**src/rtl/rom_load_arbiter.sv**
```systemverilog
// rom_load_arbiter: packs the SPI ROM byte stream into 16-bit little-endian
// words, buffers them in a small word FIFO and writes them to SDRAM. The
// single SDRAM port is shared with the running core.
//
// Build option: define ROM_CHECKSUM_EN to add the load_sum[15:0] output.
// It holds the wrapping sum of every accepted byte of the current session.
//
// Ports:
//   clk, resetn        system clock, asynchronous active-low reset
//   rom_loading        loading-session level from the SPI system block
//   rom_do/_valid      ROM byte and its one-cycle strobe
//   core_req/we/addr   core access request (level, held until core_ack)
//   core_din/dout      core write data / read data (valid with core_ack)
//   core_ack           one-cycle completion pulse to the core
//   mem_req/we/addr    SDRAM request, held stable until mem_ack
//   mem_din/dout       SDRAM write data / read data (valid with mem_ack)
//   mem_ack            one-cycle completion pulse from the SDRAM controller
//   load_done          one-cycle pulse once a session is completely written
//   load_overflow      sticky: a word was dropped because the FIFO was full
//   load_sum           (ROM_CHECKSUM_EN only) byte checksum of the session
module rom_load_arbiter #(
    parameter int            AW         = 22,
    parameter logic [AW-1:0] BASE_ADDR  = '0,
    parameter int            FIFO_DEPTH = 4
) (
    input  logic          clk,
    input  logic          resetn,
    input  logic          rom_loading,
    input  logic [7:0]    rom_do,
    input  logic          rom_do_valid,
    input  logic          core_req,
    input  logic          core_we,
    input  logic [AW-1:0] core_addr,
    input  logic [15:0]   core_din,
    output logic [15:0]   core_dout,
    output logic          core_ack,
    output logic          mem_req,
    output logic          mem_we,
    output logic [AW-1:0] mem_addr,
    output logic [15:0]   mem_din,
    input  logic [15:0]   mem_dout,
    input  logic          mem_ack,
    output logic          load_done,
`ifdef ROM_CHECKSUM_EN
    output logic [15:0]   load_sum,
`endif
    output logic          load_overflow
);

    localparam int PW = $clog2(FIFO_DEPTH);
    localparam int CW = PW + 1;

    typedef enum logic {IDLE, BUSY} state_t;

    state_t        state_q, state_d;
    logic          owner_ld_q, owner_ld_d;
    logic          discard_q, discard_d;
    logic          loading_q, loading_d;
    logic          pack_valid_q, pack_valid_d;
    logic [7:0]    pack_byte_q, pack_byte_d;
    logic [15:0]   fifo_q [FIFO_DEPTH];
    logic [15:0]   fifo_d [FIFO_DEPTH];
    logic [PW-1:0] wr_ptr_q, wr_ptr_d;
    logic [PW-1:0] rd_ptr_q, rd_ptr_d;
    logic [CW-1:0] count_q, count_d;
    logic [AW-1:0] waddr_q, waddr_d;
    logic          overflow_q, overflow_d;
    logic          session_q, session_d;
    logic          mem_req_q, mem_req_d;
    logic          mem_we_q, mem_we_d;
    logic [AW-1:0] mem_addr_q, mem_addr_d;
    logic [15:0]   mem_din_q, mem_din_d;
    logic          core_ack_q, core_ack_d;
    logic [15:0]   core_dout_q, core_dout_d;

    logic          start, fall, ack, stale, pop;
    logic          byte_in, pend, push, accept, full;
    logic [15:0]   push_word;
    logic [CW-1:0] count_base;
    logic [PW-1:0] wr_base, rd_base;
    logic          core_ok, grant_ld, grant_core;

    // Session edges are taken against the registered previous level.
    assign loading_d = rom_loading;
    assign start     = rom_loading && !loading_q;
    assign fall      = !rom_loading && loading_q;

    // A loader write still in flight across a session start belongs to the
    // old session: its ack finishes the bus cycle but must not pop or count.
    assign ack   = (state_q == BUSY) && mem_ack;
    assign stale = discard_q || start;
    assign pop   = ack && owner_ld_q && !stale;

    // Byte packing; a session start discards any half-built word first.
    assign byte_in   = rom_loading && rom_do_valid;
    assign pend      = pack_valid_q && !start;
    assign push      = (byte_in && pend) || (fall && pack_valid_q);
    assign push_word = fall ? {8'h00, pack_byte_q} : {rom_do, pack_byte_q};

    // FIFO bookkeeping relative to the flushed state on a session start.
    assign count_base = start ? '0 : count_q;
    assign wr_base    = start ? '0 : wr_ptr_q;
    assign rd_base    = start ? '0 : rd_ptr_q;
    assign full       = count_base == CW'(FIFO_DEPTH);
    assign accept     = push && (!full || pop);

    // core_ack_q masks the core request that is still held high during
    // the ack cycle, so the finished access is not issued a second time.
    assign core_ok    = core_req && !core_ack_q;
    assign grant_ld   = (state_q == IDLE) && !start && (count_q != '0) &&
                        ((count_q >= CW'(FIFO_DEPTH - 1)) || !core_ok);
    assign grant_core = (state_q == IDLE) && !grant_ld && core_ok;

    // State register
    always_ff @(posedge clk or negedge resetn) begin
        if (!resetn) begin
            state_q      <= IDLE;
            owner_ld_q   <= 1'b0;
            discard_q    <= 1'b0;
            loading_q    <= 1'b0;
            pack_valid_q <= 1'b0;
            pack_byte_q  <= '0;
            wr_ptr_q     <= '0;
            rd_ptr_q     <= '0;
            count_q      <= '0;
            waddr_q      <= BASE_ADDR;
            overflow_q   <= 1'b0;
            session_q    <= 1'b0;
            mem_req_q    <= 1'b0;
            mem_we_q     <= 1'b0;
            mem_addr_q   <= '0;
            mem_din_q    <= '0;
            core_ack_q   <= 1'b0;
            core_dout_q  <= '0;
        end else begin
            state_q      <= state_d;
            owner_ld_q   <= owner_ld_d;
            discard_q    <= discard_d;
            loading_q    <= loading_d;
            pack_valid_q <= pack_valid_d;
            pack_byte_q  <= pack_byte_d;
            wr_ptr_q     <= wr_ptr_d;
            rd_ptr_q     <= rd_ptr_d;
            count_q      <= count_d;
            waddr_q      <= waddr_d;
            overflow_q   <= overflow_d;
            session_q    <= session_d;
            mem_req_q    <= mem_req_d;
            mem_we_q     <= mem_we_d;
            mem_addr_q   <= mem_addr_d;
            mem_din_q    <= mem_din_d;
            core_ack_q   <= core_ack_d;
            core_dout_q  <= core_dout_d;
        end
    end

    // Word storage needs no reset: occupancy is tracked by the pointers.
    always_ff @(posedge clk) begin
        fifo_q <= fifo_d;
    end

    // Next-state logic
    always_comb begin
        state_d    = (state_q == IDLE) ? ((grant_ld || grant_core) ? BUSY : IDLE)
                                       : (mem_ack ? IDLE : BUSY);
        owner_ld_d = (grant_ld || grant_core) ? grant_ld : owner_ld_q;
        discard_d  = (state_q == BUSY) && owner_ld_q && !mem_ack && (discard_q || start);
    end

    // Output logic: SDRAM request fields and core response
    always_comb begin
        mem_req_d   = grant_ld || grant_core || (mem_req_q && !ack);
        mem_we_d    = grant_ld ? 1'b1 : grant_core ? core_we : mem_we_q;
        mem_addr_d  = grant_ld ? waddr_q : grant_core ? core_addr : mem_addr_q;
        mem_din_d   = grant_ld ? fifo_q[rd_ptr_q] : grant_core ? core_din : mem_din_q;
        core_ack_d  = ack && !owner_ld_q;
        core_dout_d = (ack && !owner_ld_q) ? mem_dout : core_dout_q;
    end

    // Packing, FIFO and write-address datapath
    always_comb begin
        pack_valid_d = byte_in ? !pend : (pend && !fall);
        pack_byte_d  = (byte_in && !pend) ? rom_do : pack_byte_q;
        fifo_d       = fifo_q;
        if (accept)
            fifo_d[wr_base] = push_word;
        wr_ptr_d     = wr_base + PW'(accept);
        rd_ptr_d     = rd_base + PW'(pop);
        count_d      = count_base + CW'(accept) - CW'(pop);
        waddr_d      = start ? BASE_ADDR : waddr_q + AW'(pop);
        overflow_d   = !start && (overflow_q || (push && !accept));
        session_d    = start || (session_q && !load_done);
    end

    // Done once the level has dropped, the flush word (if any) is queued
    // and written, and no access is outstanding.
    assign load_done = session_q && !rom_loading && !loading_q && !pack_valid_q &&
                       (count_q == '0) && (state_q == IDLE);

`ifdef ROM_CHECKSUM_EN
    logic [15:0] sum_q, sum_d;

    // Summed per accepted word so bytes of a dropped word never count.
    always_comb begin
        sum_d = start ? 16'h0000
                      : sum_q + (accept ? {8'h00, push_word[7:0]} + {8'h00, push_word[15:8]}
                                        : 16'h0000);
    end

    always_ff @(posedge clk or negedge resetn) begin
        if (!resetn)
            sum_q <= '0;
        else
            sum_q <= sum_d;
    end

    assign load_sum = sum_q;
`endif

    assign mem_req       = mem_req_q;
    assign mem_we        = mem_we_q;
    assign mem_addr      = mem_addr_q;
    assign mem_din       = mem_din_q;
    assign core_ack      = core_ack_q;
    assign core_dout     = core_dout_q;
    assign load_overflow = overflow_q;

endmodule

```
**config.mk**
```make
export PLATFORM = sky130hd
export DESIGN_NAME = rom_load_arbiter
export DESIGN_NICKNAME = d
export VERILOG_FILES = /design/src/rtl/rom_load_arbiter.sv
export SDC_FILE = /design/constraint.sdc
export NUM_CORES = 1
export LEC_CHECK = 0
export CORE_UTILIZATION = 48
export CTS_CLUSTER_DIAMETER = 40
export DETAILED_ROUTE_END_ITERATION = 10
export GPL_TIMING_DRIVEN = 0
export PLACE_DENSITY = 0.77
export SYNTH_ARGS = -nofsm -noshare
export SYNTH_HDL_FRONTEND = slang
export SYNTH_SLANG_ARGS = --single-unit
```
**constraint.sdc**
```tcl
create_clock -name clk -period 3.1 [get_ports clk]
set_input_delay 0.62 -clock clk [delete_from_list [all_inputs] [get_ports clk]]
set_output_delay 0.62 -clock clk [all_outputs]
set_load 0.03 [all_outputs]
```
==> results of run 1 <==
-- power by group --
group	switching [mW]	internal (mW)
Combinational	1.57	1.54
Sequential	0.285	2.77
Clock	0.876	1.14
Total	2.73	5.45
-- sequential cells by signal, indices dropped and copies added (netlist names) --
name           flops
mem_req            1
mem_we             1
wr_ptr_q           2
fifo_q            64
owner_ld_q         1
pack_valid_q       1
state_q            1
count_q            3
session_q          1
core_dout         16
mem_din           16
mem_addr          22
rd_ptr_q           2
pack_byte_q        8
load_overflow      1
core_ack           1
waddr_q           22
loading_q          1
discard_q          1
-- worst max-delay path: cells and delay by family --
family	cells	cell delay, ns
buf+inv	5	1.13
simple gates	3	1.02
compound gates	1	0.33
-- what timing repair did --
| item | 4_1_cts | 5_1_grt |
|---|---|---|
| pin swaps | 0 | 1 |
| buffers inserted | 2 | 1 |
| gates resized for setup | 5 | 1 |
| endpoints found under the setup margin | 59 | 18 |
-- metrics by stage --
stage,instances,worst slack (ns)
6_report,826,0.08790
5_1_grt,826,0.01702
4_1_cts,825,-0.004203
3_5_place_dp,791,-0.6915
3_3_place_gp,788,-2.428
2_1_floorplan,477,-0.01074
-- synth_stat cells, types with 3 or more instances --
library cell	n
dfrtp_1	101
mux2_2	98
edfxtp_1	64
a21oi_1	16
mux4_2	16
nand2_1	16
clkbuf_1	15
nor2_1	14
o31ai_1	12
or4_1	12
o21ai_0	11
and2_1	10
buf_2	8
inv_1	8
nand4_1	8
nand3_1	7
xnor2_1	7
mux2i_1	5
and3_1	4
and4_1	4
nand2b_1	4
buf_1	3
buf_6	3
nor4_1	3
or3_1	3
-- area by class of cell --
cell class | count | share of cell area, %
flip-flops and latches | 165 | 47.85
multi-input cells | 275 | 27.39
repair buffers | 133 | 14.35
clock buffers | 19 | 4.764
well taps | 184 | 2.476
plain buffers | 29 | 1.521
clock inverters | 13 | 1.332
inverters | 8 | 0.3230
-- layer usage --
layer | routed length, um | GRT usage, %
met5 | 0 | 0
met3 | 784 | 4.899
met4 | 320 | 8.333
met1 | 6107 | 25.59
met2 | 7993 | 36.08
-- final timing paths --
| check | to | cells past startpoint |
|---|---|---|
| worst max-delay path | fifo_q[3] | 9 |
| worst min-delay path | mem_addr[6] | 1 |
| worst max register to register | fifo_q[3] | 7 |
| worst min register to register | core_dout[10] | 1 |
| max in group asynchronous | mem_addr[14] | 2 |
| min in group clk | core_dout[10] | 1 |
-- cell families after synthesis --
group	share of synthesized area, %
multiplexers	21.21
flip-flops	62.34
XOR/XNOR	1.105
buffers and inverters	2.402
AO/OA/AOI/OAI	4.295
AND/OR/NAND/NOR	7.872
adder cells (fa/ha/maj)	0.7713
-- cells in the final DEF (no fill, tap or decap), drive strengths merged, types with 5 or more instances in the layout --
| master | count |
|---|---|
| clkdlybuf4s50 | 126 |
| dfrtp | 101 |
| mux2 | 98 |
| edfxtp | 64 |
| clkbuf | 34 |
| buf | 21 |
| nand2 | 16 |
| a21oi | 16 |
| mux4 | 16 |
| nor2 | 14 |
| inv | 13 |
| o31ai | 12 |
| or4 | 12 |
| o21ai | 12 |
| and2 | 10 |
| nand4 | 8 |
| nand3 | 7 |
| xnor2 | 7 |
| mux2i | 5 |
==> flow_metrics.py, run 1 <==
metrics = {
    "timing": {
        "maxSlewViolCount": 0,
        "maxSlewHeadroom_pct": 42.79,
        "tns_ns": 0,
        "fmax_ghz": 0.3320,
        "rsz0062_at_grt": "false",
        "clock_skew_ns": 0.007043,
        "finalCritPeriodShare_pct": 97.16,
        "tightestPinTransition_ns": 0.8581,
        "finalHoldViolations": 0,
        "setup_viol": 0,
        "hold_slack_ns": 0.2923,
        "min_period_ns": 3.012,
    },
    "outcome": {
        "outcome": "completed",
    },
    "yosys": {
        "syn_area_um2": 7137,
        "yosysWarnings": 0,
        "synth_edf_count": 64,
        "post-synth-top-area-fraction_pct": 35.41,
        "netlist_instances": 477,
        "synth_area_leaders": "dfrtp_1, edfxtp_1, mux2_2",
        "syn_nets": 549,
        "yosysTopAreaCell": "dfrtp_1",
        "synthArstFlopShare_pct": 61.21,
        "synth_ff_type": "dfrtp_1",
        "yosys_register_bits": 165,
        "synthDistinctLibCells": 43,
        "ys_seq_area_share_pct": 62.34,
        "syn_avg_cell_area_um2": 14.96,
    },
    "cells_and_area": {
        "fillCellCount": 1074,
        "syn2layout_area_growth_pct": 30.28,
        "layout.nets": 701,
        "final_area_um2": 9298,
        "antenna_cells": 0,
        "layout-drive-gt1-share_pct": 26.32,
        "regArea_um2": 4449,
        "fin_util_pct": 63.97,
        "multiInputGateArea_um2": 2546,
    },
    "placed_design": {
        "placed_area_um2": 8688,
        "hpwl_um": 10590,
        "numPortBuffers": 127,
        "gp_congestion": 0.8456,
    },
    "worst_setup_path": {
        "critical_path.startpoint": "rom_loading",
        "cp-end-kind": "flip-flop",
        "slowest_stage": "or4b_1",
        "cp.required_ns": 3.21,
        "cp_slowest_stage_delay_ns": 0.49,
        "worst_path_most_repeated_cell": "buf_6",
        "crit_type": "in2reg",
        "cp-start-kind": "input port",
        "crit_fanout": 16,
        "arrival_ns": 3.12,
        "r2r_slack_ns": 0.47,
        "timing.rr.start": "loading_q",
        "crit_chain": "clkdlybuf4s50_1, buf_6, nor2b_4, buf_6, or4b_1, buf_2, a311oi_4, buf_4, and4_4",
    },
    "detailed_routing": {
        "drt_iter0_drc": 282,
        "wl_per_cell_um": 18.41,
        "drc": 0,
        "routed_wl_um": 15210,
        "ant_nets": 0,
        "num_vias": 4629,
        "firstDrtPassIters": 5,
        "avgViaCountPerCell": 5.604,
    },
    "floorplanning": {
        "dieArea_um2": 15360,
        "initial_core_util_pct": 49.10,
        "io_pins": 128,
        "core_area_um2": 14530,
        "die_x_um": 123.9,
        "fp.dieH_um": 123.9,
        "rows": 44,
    },
    "global_route": {
        "grt_pass1_wl_um": 23560,
        "antenna_found_initial": 0,
        "grt_overflow": 0,
        "grtUsageTotal_pct": 20.99,
        "grt_pass1_vias": 4679,
        "grt_max_degree": 64,
    },
    "power_and_ir_drop": {
        "vdd_drop_max_v": 0.0006123,
        "power_density_nw_per_um2": 880.2,
        "power.leakage_nw": 3.572,
        "p_total_mw": 8.184,
    },
    "clocking": {
        "cts_sinks": 165,
        "cts_tree": "yes",
        "clkSlewWorstSetupHoldPaths_ns": 0.06,
        "clockBufferDepth": 2,
        "cts.htree.levels": 4,
        "cts_hold_buffers": 0,
        "cts_buffers": 17,
        "cts_root_buffer": "clkbuf_16",
        "clk_latency_ns": 0.43,
    },
    "run": {
        "drv_cap": 0,
    },
    "worst_hold_path": {
        "hold_class": "in2async",
    },
}
(Power assumes the default switching activity.)
==> run 2: changes to the inputs <==
--- a/config.mk
+++ b/config.mk
@@ -7,6 +7,7 @@
 export LEC_CHECK = 0
 export CORE_UTILIZATION = 48
 export CTS_CLUSTER_DIAMETER = 40
+export CTS_CLUSTER_SIZE = 28
 export DETAILED_ROUTE_END_ITERATION = 10
 export GPL_TIMING_DRIVEN = 0
 export PLACE_DENSITY = 0.77
==> results of run 2 <==
No change in the layout: final DEF, timing and power equal those of run 1.
